### src/rtl/atm_pkg.sv
// Shared types for the ATM session sequencer: FSM states and screen codes.
package atm_pkg;

    typedef enum logic [2:0] {
        ST_IDLE     = 3'd0,
        ST_PIN_WAIT = 3'd1,
        ST_VAL_WAIT = 3'd2,
        ST_DONE     = 3'd3,
        ST_LOCKED   = 3'd4
    } state_t;

    typedef enum logic [2:0] {
        SCR_IDLE   = 3'd0,
        SCR_PIN    = 3'd1,
        SCR_BADPIN = 3'd2,
        SCR_VAL    = 3'd3,
        SCR_INSUF  = 3'd4,
        SCR_DONE   = 3'd5,
        SCR_LOCK   = 3'd6,
        SCR_TMO    = 3'd7
    } ecra_t;

endpackage

### src/rtl/atm_timer.sv
// Idle-cycle timer: counts enabled cycles since the last clear, flags the last allowed one.
module atm_timer #(
    parameter int TIMEOUT = 255
) (
    input  logic clk,
    input  logic rst,
    input  logic clr,
    input  logic en,
    output logic expire
);

    localparam int CNT_W = (TIMEOUT > 1) ? $clog2(TIMEOUT) : 1;

    logic [CNT_W-1:0] cnt;

    // Counter restarts on clear, advances on every enabled cycle.
    always_ff @(posedge clk) begin
        if (rst || clr) begin
            cnt <= '0;
        end else if (en) begin
            cnt <= cnt + 1'b1;
        end
    end

    // Expiry asserted during the TIMEOUT-th enabled cycle so the state leaves on that edge.
    always_comb begin
        expire = en && (cnt == CNT_W'(TIMEOUT - 1));
    end

endmodule

### src/rtl/atm_session_ctrl.sv
// Withdrawal session sequencer: card, PIN attempts, debit, dispense pulse, lockout, timeout.
module atm_session_ctrl
    import atm_pkg::*;
#(
    parameter int PIN_W     = 4,
    parameter int SALDO_W   = 4,
    parameter int MAX_TRIES = 3,
    parameter int TIMEOUT   = 255
) (
    input  logic               CLK,
    input  logic               RST,
    input  logic               CARD,
    input  logic [PIN_W-1:0]   PIN,
    input  logic               PIN_VALID,
    input  logic [PIN_W-1:0]   COD,
    input  logic [SALDO_W-1:0] VAL,
    input  logic               VAL_VALID,
    input  logic               CANCEL,
    input  logic               SALDO_LD,
    input  logic [SALDO_W-1:0] SALDO_IN,
    input  logic               UNLOCK,
    output logic [SALDO_W-1:0] SALDO,
    output logic [2:0]         ECRA,
    output logic               DISPENSE,
    output logic [SALDO_W-1:0] DISP_VAL,
    output logic [2:0]         TRIES,
    output logic               LOCK
);

    localparam logic [2:0] TRIES_FULL = 3'(MAX_TRIES);

    state_t             state_q, state_d;
    ecra_t              ecra_q, ecra_d;
    logic [SALDO_W-1:0] saldo_q, saldo_d;
    logic [SALDO_W-1:0] disp_val_q, disp_val_d;
    logic               dispense_q, dispense_d;
    logic [2:0]         tries_q, tries_d;
    logic               lock_q, lock_d;
    logic               card_q;
    logic               card_rise;
    logic               in_wait;
    logic               tmr_clr;
    logic               tmr_exp;

    // A session starts on card insertion (rising edge), so a card left in after a
    // cancel or timeout does not restart the session and SCR_TMO stays visible.
    assign card_rise = CARD && !card_q;
    assign in_wait   = (state_q == ST_PIN_WAIT) || (state_q == ST_VAL_WAIT);
    assign tmr_clr   = !in_wait || PIN_VALID || VAL_VALID;

    atm_timer #(.TIMEOUT(TIMEOUT)) u_timer (
        .clk    (CLK),
        .rst    (RST),
        .clr    (tmr_clr),
        .en     (in_wait),
        .expire (tmr_exp)
    );

    // State and output registers; everything visible outside is registered here.
    always_ff @(posedge CLK) begin
        if (RST) begin
            state_q    <= ST_IDLE;
            ecra_q     <= SCR_IDLE;
            saldo_q    <= '0;
            disp_val_q <= '0;
            dispense_q <= 1'b0;
            tries_q    <= TRIES_FULL;
            lock_q     <= 1'b0;
            card_q     <= 1'b0;
        end else begin
            state_q    <= state_d;
            ecra_q     <= ecra_d;
            saldo_q    <= saldo_d;
            disp_val_q <= disp_val_d;
            dispense_q <= dispense_d;
            tries_q    <= tries_d;
            lock_q     <= lock_d;
            card_q     <= CARD;
        end
    end

    // Next-state and next-output logic; priority CARD=0 > CANCEL > timeout > strobes.
    always_comb begin
        state_d    = state_q;
        ecra_d     = ecra_q;
        saldo_d    = saldo_q;
        disp_val_d = disp_val_q;
        dispense_d = 1'b0;
        tries_d    = tries_q;
        lock_d     = lock_q;
        unique case (state_q)
            ST_IDLE: begin
                if (SALDO_LD) saldo_d = SALDO_IN;
                if (card_rise) begin
                    state_d = ST_PIN_WAIT;
                    ecra_d  = SCR_PIN;
                end
            end
            ST_PIN_WAIT: begin
                if (!CARD || CANCEL) begin
                    state_d = ST_IDLE;
                    ecra_d  = SCR_IDLE;
                end else if (tmr_exp) begin
                    state_d = ST_IDLE;
                    ecra_d  = SCR_TMO;
                end else if (PIN_VALID) begin
                    if (PIN == COD) begin
                        state_d = ST_VAL_WAIT;
                        ecra_d  = SCR_VAL;
                        tries_d = TRIES_FULL;
                    end else if (tries_q <= 3'd1) begin
                        state_d = ST_LOCKED;
                        ecra_d  = SCR_LOCK;
                        tries_d = '0;
                        lock_d  = 1'b1;
                    end else begin
                        ecra_d  = SCR_BADPIN;
                        tries_d = tries_q - 3'd1;
                    end
                end
            end
            ST_VAL_WAIT: begin
                if (!CARD || CANCEL) begin
                    state_d = ST_IDLE;
                    ecra_d  = SCR_IDLE;
                end else if (tmr_exp) begin
                    state_d = ST_IDLE;
                    ecra_d  = SCR_TMO;
                end else if (VAL_VALID && (VAL != '0)) begin
                    if (VAL <= saldo_q) begin
                        state_d    = ST_DONE;
                        ecra_d     = SCR_DONE;
                        saldo_d    = saldo_q - VAL;
                        dispense_d = 1'b1;
                        disp_val_d = VAL;
                    end else begin
                        ecra_d = SCR_INSUF;
                    end
                end
            end
            ST_DONE: begin
                if (!CARD) begin
                    state_d = ST_IDLE;
                    ecra_d  = SCR_IDLE;
                end
            end
            ST_LOCKED: begin
                if (UNLOCK) begin
                    state_d = ST_IDLE;
                    ecra_d  = SCR_IDLE;
                    tries_d = TRIES_FULL;
                    lock_d  = 1'b0;
                end
            end
            default: begin
                state_d = ST_IDLE;
                ecra_d  = SCR_IDLE;
            end
        endcase
    end

    assign SALDO    = saldo_q;
    assign ECRA     = ecra_q;
    assign DISPENSE = dispense_q;
    assign DISP_VAL = disp_val_q;
    assign TRIES    = tries_q;
    assign LOCK     = lock_q;

endmodule

### config.mk
export PLATFORM = sky130hd
export DESIGN_NAME = atm_session_ctrl
export DESIGN_NICKNAME = d
export VERILOG_FILES = /design/src/rtl/atm_pkg.sv /design/src/rtl/atm_timer.sv /design/src/rtl/atm_session_ctrl.sv
export SDC_FILE = /design/constraint.sdc
export NUM_CORES = 1
export LEC_CHECK = 0
export ABC_AREA = 1
export CORE_ASPECT_RATIO = 1.25
export CORE_UTILIZATION = 50
export CTS_CLUSTER_SIZE = 16
export DETAILED_ROUTE_END_ITERATION = 10
export PLACE_DENSITY = 0.82
export SYNTH_ARGS = -nofsm -noshare
export SYNTH_HDL_FRONTEND = slang
export SYNTH_SLANG_ARGS = --single-unit
### constraint.sdc
create_clock -name CLK -period 2.6 [get_ports CLK]
set_input_delay 0.52 -clock CLK [delete_from_list [all_inputs] [get_ports CLK]]
set_output_delay 0.52 -clock CLK [all_outputs]
set_load 0.1 [all_outputs]
==> flow_metrics.py, run 1 <==
metrics = {
    "run_status": {
        "status": "complete, no violations",
    },
    "route": {
        "drc_errors": 0,
        "finalWirelength_mm": 3.84,
        "avgViaCountPerCell": 5.00,
        "dr.first_iter.drc_count": 80,
        "vias": 1795,
        "detail-route-antenna-nets": 0,
        "wl_per_cell_um": 10.7,
        "dr.pass1.iters": 4,
    },
    "die": {
        "die_y_um": 69.3,
        "rows": 24,
        "core_area_um2": 3480,
        "die_x_um": 55.8,
        "start_util_pct": 52.0,
        "io_pins": 40,
        "die_area_um2": 3870,
    },
    "timing": {
        "period_needed_ns": 2.31,
        "period_share_pct": 88.7,
        "tightest_slew_ns": 0.630,
        "slew_violations": 0,
        "setup_ws_ns": 0.294,
        "setup_viol": 0,
        "maxSlewHeadroom_pct": 57.5,
        "fin_worst_skew_ns": 0.00550,
        "fmax_mhz": 434,
        "rsz0062_at_grt": "false",
        "finalHoldViolCount": 0,
    },
    "finish": {
        "n_antenna_cell": 0,
        "n_fill_cell": 345,
        "multi_input_area_um2": 1060,
        "drive_above_1_share_pct": 14.7,
        "ff_latch_area_um2": 561,
        "area_growth_syn_to_layout_pct": 25.8,
        "finalNetCount": 354,
        "layout.cells.non_filler": 359,
    },
    "grt": {
        "track_usage_pct": 21.6,
        "grt_pass1_wl_mm": 6.95,
        "grt_start_max_net_pins": 16,
        "grt-ovfl-total": 0,
        "antenna_found_initial": 0,
        "grt_pass1_vias": 1701,
    },
    "logic_synthesis": {
        "synthSimpleGateAreaFrac_pct": 38.1,
        "yosys.area.top_type_share_pct": 30.9,
        "synth_ff_type": "dfxtp_1",
        "synth-async-reset-ratio_pct": 0,
        "synth_top_family_by_area": "simple AND/OR/NAND/NOR gates",
        "yosysWarningCount": 0,
        "synth.distinct_cells": 31,
        "yosys-top-cells-count": "74 x nand2_1, 45 x inv_1, 37 x nor2_1",
        "postSynthAreaPerCell_um2": 6.56,
        "synth_mux_area_share_pct": 0,
        "synth_area_um2": 1810,
        "synth_area_leader_cell": "dfxtp_1",
        "synth_edf_count": 0,
        "synth.most_common_cell": "nand2_1",
        "synthCells": 276,
        "syn_nets": 309,
        "synthXorXnorAreaFrac_pct": 0.967,
        "synth.area.top_cells": "dfxtp_1 31%, nand2_1 15%, inv_1 9.3%",
        "ys_ff_latch": 28,
        "synth-adder-area-share_pct": 6.63,
        "ys_seq_area_share_pct": 30.9,
        "synth-compound-area-share_pct": 12.8,
    },
    "placement": {
        "dp_hpwl_mm": 3.16,
        "dp_cells": 355,
        "globalplace.congestion": 0.880,
        "pre_cts_ws_ns": -0.00417,
        "io_buffers": 39,
    },
    "critical_path": {
        "cp_common_cell": "nand2_1",
        "end_kind": "flip-flop",
        "cpLargestDelayFamily": "simple AND/OR/NAND/NOR gates",
        "required_ns": 2.81,
        "crit_path_top_delay_cell": "clkdlybuf4s50_1",
        "crit_buf_inv": 1,
        "path_max_fanout": 8,
        "cp.arrival_ns": 2.52,
        "path_cells": "clkdlybuf4s50_1 -> ha_1 -> fa_1 -> nand2_1 -> nand2_1 -> nand2_1 -> nand2_1 -> nand2_1 -> o2111ai_4 -> nand2_1 -> nand2_1 -> nor2_1",
        "worstSetupPathType": "input port to flip-flop",
        "critPathLaunchType": "input port",
        "max_stage_delay_ns": 0.45,
    },
    "clock_tree": {
        "htree_levels": 1,
        "clk_pin_slew_ns": 0.09,
        "worstSkewPairLatency_ns": 0.27,
        "cts-resized-gates": 0,
        "post_cts_buffers": 0,
        "cts.sinks": 28,
        "holdBufCountCts": 0,
        "numCtsBuffers": 3,
        "cts_root_buf": "clkbuf_8",
        "cts_tree": "yes",
        "cts_max_path_buffers": 2,
    },
    "power_and_ir_drop": {
        "p_per_area_nw_per_um2": 852,
        "leakagePower_nw": 1.19,
        "power_mw": 1.94,
        "ir_drop_v": 0.000780,
    },
    "flow_run": {
        "maxCapViolCount": 0,
    },
    "hold_path": {
        "holdCritPathClass": "flip-flop to flip-flop",
    },
}
## worst min-delay path, delay by kind of cell, from the launching register on
kind	cells	cell delay, ns
AOI/OAI and AO/OA	1	0.06
DFF	1	0.32
and+or+nand+nor	1	0.06
## per-layer routing
metal / wire (um) / up-vias / track usage [%]
met5: 0 / - / 0
met4: 48 / 0 / 7.59
met3: 220 / 6 / 4.29
met2: 1900 / 43 / 39.2
met1: 1670 / 792 / 25.0
li1: - / 954 / -
## metrics by stage
stage                     area (um2)   TNS, ns  hold slack [ns]  utilization (%)
final                           2280         0            0.475             65.4
after global placement          2220         0            0.441             63.9
after global routing            2280         0            0.498             65.4
after floorplan                 1810         0            0.430                -
after detailed placement        2220  -0.00417            0.464             63.9
after CTS                       2280         0            0.478             65.4
## registers in the layout, summed over array words and instances, names as in the netlist, 3 cells and up
register	cells
u_timer.cnt	8
TRIES	3
ECRA	3
SALDO	4
DISP_VAL	4
state_q	3
## cells in the final DEF (no fill, tap or decap), types with 3 or more instances in the layout
cell type | netlist | layout
inv_1 | 45 | 45
clkbuf_8 | 0 | 4
o21ai_0 | 16 | 16
buf_4 | 0 | 19
nand2_1 | 74 | 74
nand4_1 | 3 | 3
dfxtp_1 | 28 | 28
nand3_2 | 3 | 3
clkdlybuf4s50_1 | 0 | 23
ha_1 | 8 | 8
nand3_1 | 11 | 11
nor2_1 | 37 | 37
nand2_2 | 4 | 4
inv_2 | 4 | 4
a21oi_1 | 17 | 17
## logic make-up after synthesis
kind of cell | count (synthesis)
xor+xnor | 2
simple gates | 146
compound gates | 40
flops | 28
buf+inv | 51
fa+ha+maj | 9
## final timing paths
kind	depth (start not counted)	slack [ns]	start	to
worst max-delay path	12	0.29	VAL[0]	SALDO[1]$_SDFFE_PP0P_
worst min-delay path	2	0.47	ECRA[0]$_SDFFE_PP0P_	ECRA[0]$_SDFFE_PP0P_
worst max register to register	12	0.64	SALDO[0]$_SDFFE_PP0P_	SALDO[1]$_SDFFE_PP0P_
worst min register to register	2	0.47	ECRA[0]$_SDFFE_PP0P_	ECRA[0]$_SDFFE_PP0P_
## report_power, final
| group | total, mW | switching, mW | internal (mW) |
|---|---|---|---|
| Sequential | 0.547 | 0.0545 | 0.492 |
| Clock | 0.264 | 0.129 | 0.135 |
| Combinational | 1.13 | 0.793 | 0.338 |
| Total | 1.94 | 0.976 | 0.966 |
## layout make-up
cell class	count	share of cell area, %
Tap cell	39	2.14
Clock buffer	4	2.41
Multi-Input combinational cell	197	46.4
Sequential cell	28	24.6
Inverter	49	8.07
Timing Repair Buffer	42	16.4
Note: power is estimated with default switching activity, not from simulation.
==> inputs of run 2 (changes only) <==
--- a/config.mk
+++ b/config.mk
@@ -10,6 +10,8 @@
 export CORE_UTILIZATION = 50
 export CTS_CLUSTER_SIZE = 16
 export DETAILED_ROUTE_END_ITERATION = 10
+export GPL_ROUTABILITY_DRIVEN = 0
+export GPL_TIMING_DRIVEN = 0
 export PLACE_DENSITY = 0.82
 export SYNTH_ARGS = -nofsm -noshare
 export SYNTH_HDL_FRONTEND = slang
==> run 2 against run 1 <==
Compared with the run above:
- clock-buffer cell count did not move
- sequential power about the same
- die area unchanged
- maximum frequency is 0.82% lower
- utilization up 0.47 points
- via count fell by 0.11%
- register-to-register slack is essentially flat
- wire length rose by 0.55%
- highest routed layer unchanged
==> flow_metrics.py, run 2 (synthesis results as in run 1) <==
metrics = {
    "run_status": {
        "status": "complete, no violations",
    },
    "timing": {
        "rsz0062_at_grt": "false",
        "fin_tns_setup_ns": 0,
        "maxSlewHeadroom_pct": 34.7,
        "setup_viol": 0,
        "fmax_mhz": 430,
        "period_share_pct": 89.4,
        "slew_violations": 0,
        "period_needed_ns": 2.33,
        "tightest_slew_ns": 0.977,
        "fin_worst_skew_ns": 0.00382,
        "finalHoldViolCount": 0,
    },
    "critical_path": {
        "cpLargestDelayFamily": "buffers and inverters",
        "crit_path_top_delay_cell": "clkdlybuf4s50_1",
        "path_cells": "clkdlybuf4s50_1",
        "r2r-start": "SALDO[0]$_SDFFE_PP0P_",
        "cp.arrival_ns": 1.81,
        "max_stage_delay_ns": 1.15,
        "r2r_slack_ns": 0.63,
        "reg2regPathDepth": 12,
        "required_ns": 2.08,
        "worstSetupPathType": "flip-flop to output pin",
        "reg2reg_to": "SALDO[2]$_SDFFE_PP0P_",
        "path_max_fanout": 3,
        "critPathLaunchType": "flip-flop",
        "end_kind": "output pin",
        "crit_buf_inv": 1,
    },
    "route": {
        "drc_errors": 0,
        "vias": 1793,
        "detail-route-antenna-nets": 0,
        "dr.first_iter.drc_count": 61,
        "finalWirelength_mm": 3.86,
        "dr.pass1.iters": 4,
        "avgViaCountPerCell": 5.02,
        "wl_per_cell_um": 10.8,
    },
    "grt": {
        "grt_pass1_vias": 1700,
        "grt-ovfl-total": 0,
        "grt_start_max_net_pins": 16,
        "antenna_found_initial": 0,
        "grt_pass1_wl_mm": 6.78,
        "track_usage_pct": 21.3,
    },
    "clock_tree": {
        "cts.sinks": 28,
        "holdBufCountCts": 0,
        "htree_levels": 1,
        "worstSkewPairLatency_ns": 0.27,
        "numCtsBuffers": 3,
        "cts_tree": "yes",
        "post_cts_buffers": 0,
        "cts_max_path_buffers": 2,
        "cts-resized-gates": 0,
        "cts_root_buf": "clkbuf_8",
        "clk_pin_slew_ns": 0.10,
    },
    "power_and_ir_drop": {
        "power_mw": 1.96,
        "leakagePower_nw": 1.16,
        "p_per_area_nw_per_um2": 853,
        "ir_drop_v": 0.000600,
    },
    "flow_run": {
        "maxCapViolCount": 0,
    },
    "finish": {
        "drive_above_1_share_pct": 9.12,
        "utilization_pct": 65.9,
        "area_growth_syn_to_layout_pct": 26.7,
        "largest_register_ffs": 8,
        "largest_register": "u_timer.cnt",
        "n_antenna_cell": 0,
        "finalNetCount": 352,
        "final_cell_mix": "74 x nand2_1, 45 x inv_1, 38 x clkdlybuf4s50_1, 37 x nor2_1, 28 x dfxtp_1",
        "final_common_cell": "nand2_1",
    },
    "die": {
        "die_y_um": 69.3,
        "start_util_pct": 52.0,
        "die_x_um": 55.8,
        "rows": 24,
        "die_area_um2": 3870,
        "io_pins": 40,
        "core_area_um2": 3480,
    },
    "placement": {
        "dp_hpwl_mm": 3.09,
        "io_buffers": 38,
    },
    "hold_path": {
        "min_from": "ECRA[1]$_SDFFE_PP0P_",
        "holdPathEnd": "ECRA[1]$_SDFFE_PP0P_",
        "min_path_cells": 2,
        "holdCritPathClass": "flip-flop to flip-flop",
    },
}
==> run 2: how the worst max path moves through the flow <==
stage	startpoint	cells past startpoint	endpoint	slack [ns]
floorplan	SALDO[0]$_SDFFE_PP0P_	11	SALDO[0]$_SDFFE_PP0P_	0.08
global placement	VAL[0]	11	SALDO[2]$_SDFFE_PP0P_	0.01
detailed placement	VAL[0]	12	SALDO[0]$_SDFFE_PP0P_	0.01
CTS	TRIES[0]$_SDFFE_PP1P_	1	TRIES[0]	0.27
global route	VAL[0]	12	SALDO[1]$_SDFFE_PP0P_	0.14
finish	SALDO[3]$_SDFFE_PP0P_	1	SALDO[3]	0.27
==> run 2: area by class of cell <==
cell class	instances	area, um2
buffer	2	8.76
clock buffer	4	55.1
fill	325	1190
inverter	49	184
multi-input combinational	197	1060
sequential	28	561
tap	39	48.8
timing repair buffer	38	380
==> run 2: power breakdown <==
part	internal (mW)	total (mW)	switching, mW
clock	0.136	0.270	0.135
combinational	0.350	1.14	0.792
sequential	0.492	0.546	0.0540
total	0.978	1.96	0.981
==> run 2: per-layer routing <==
metal  global-route usage [%]  routed length, um  up-vias  share of wire, %
met5                        0                  0        -                 0
met4                     6.23                 61        0               1.6
met3                     2.99                136        9               3.5
met2                     39.5               1910       40                49
met1                     25.2               1750      799                45
li1                         -                  -      945                 -
==> run 2: per-stage QoR <==
| stage | setup WS, ns | instances | hold WS (ns) | cell area, um2 |
|---|---|---|---|---|
| 4_1_cts | 0.271 | 357 | 0.467 | 2300 |
| 6_report | 0.275 | 357 | 0.466 | 2300 |
| 5_1_grt | 0.137 | 357 | 0.498 | 2300 |
| 3_5_place_dp | 0.0104 | 353 | 0.454 | 2240 |
| 3_3_place_gp | 0.0131 | 353 | 0.446 | 2240 |
| 2_1_floorplan | 0.0767 | 276 | 0.430 | 1810 |
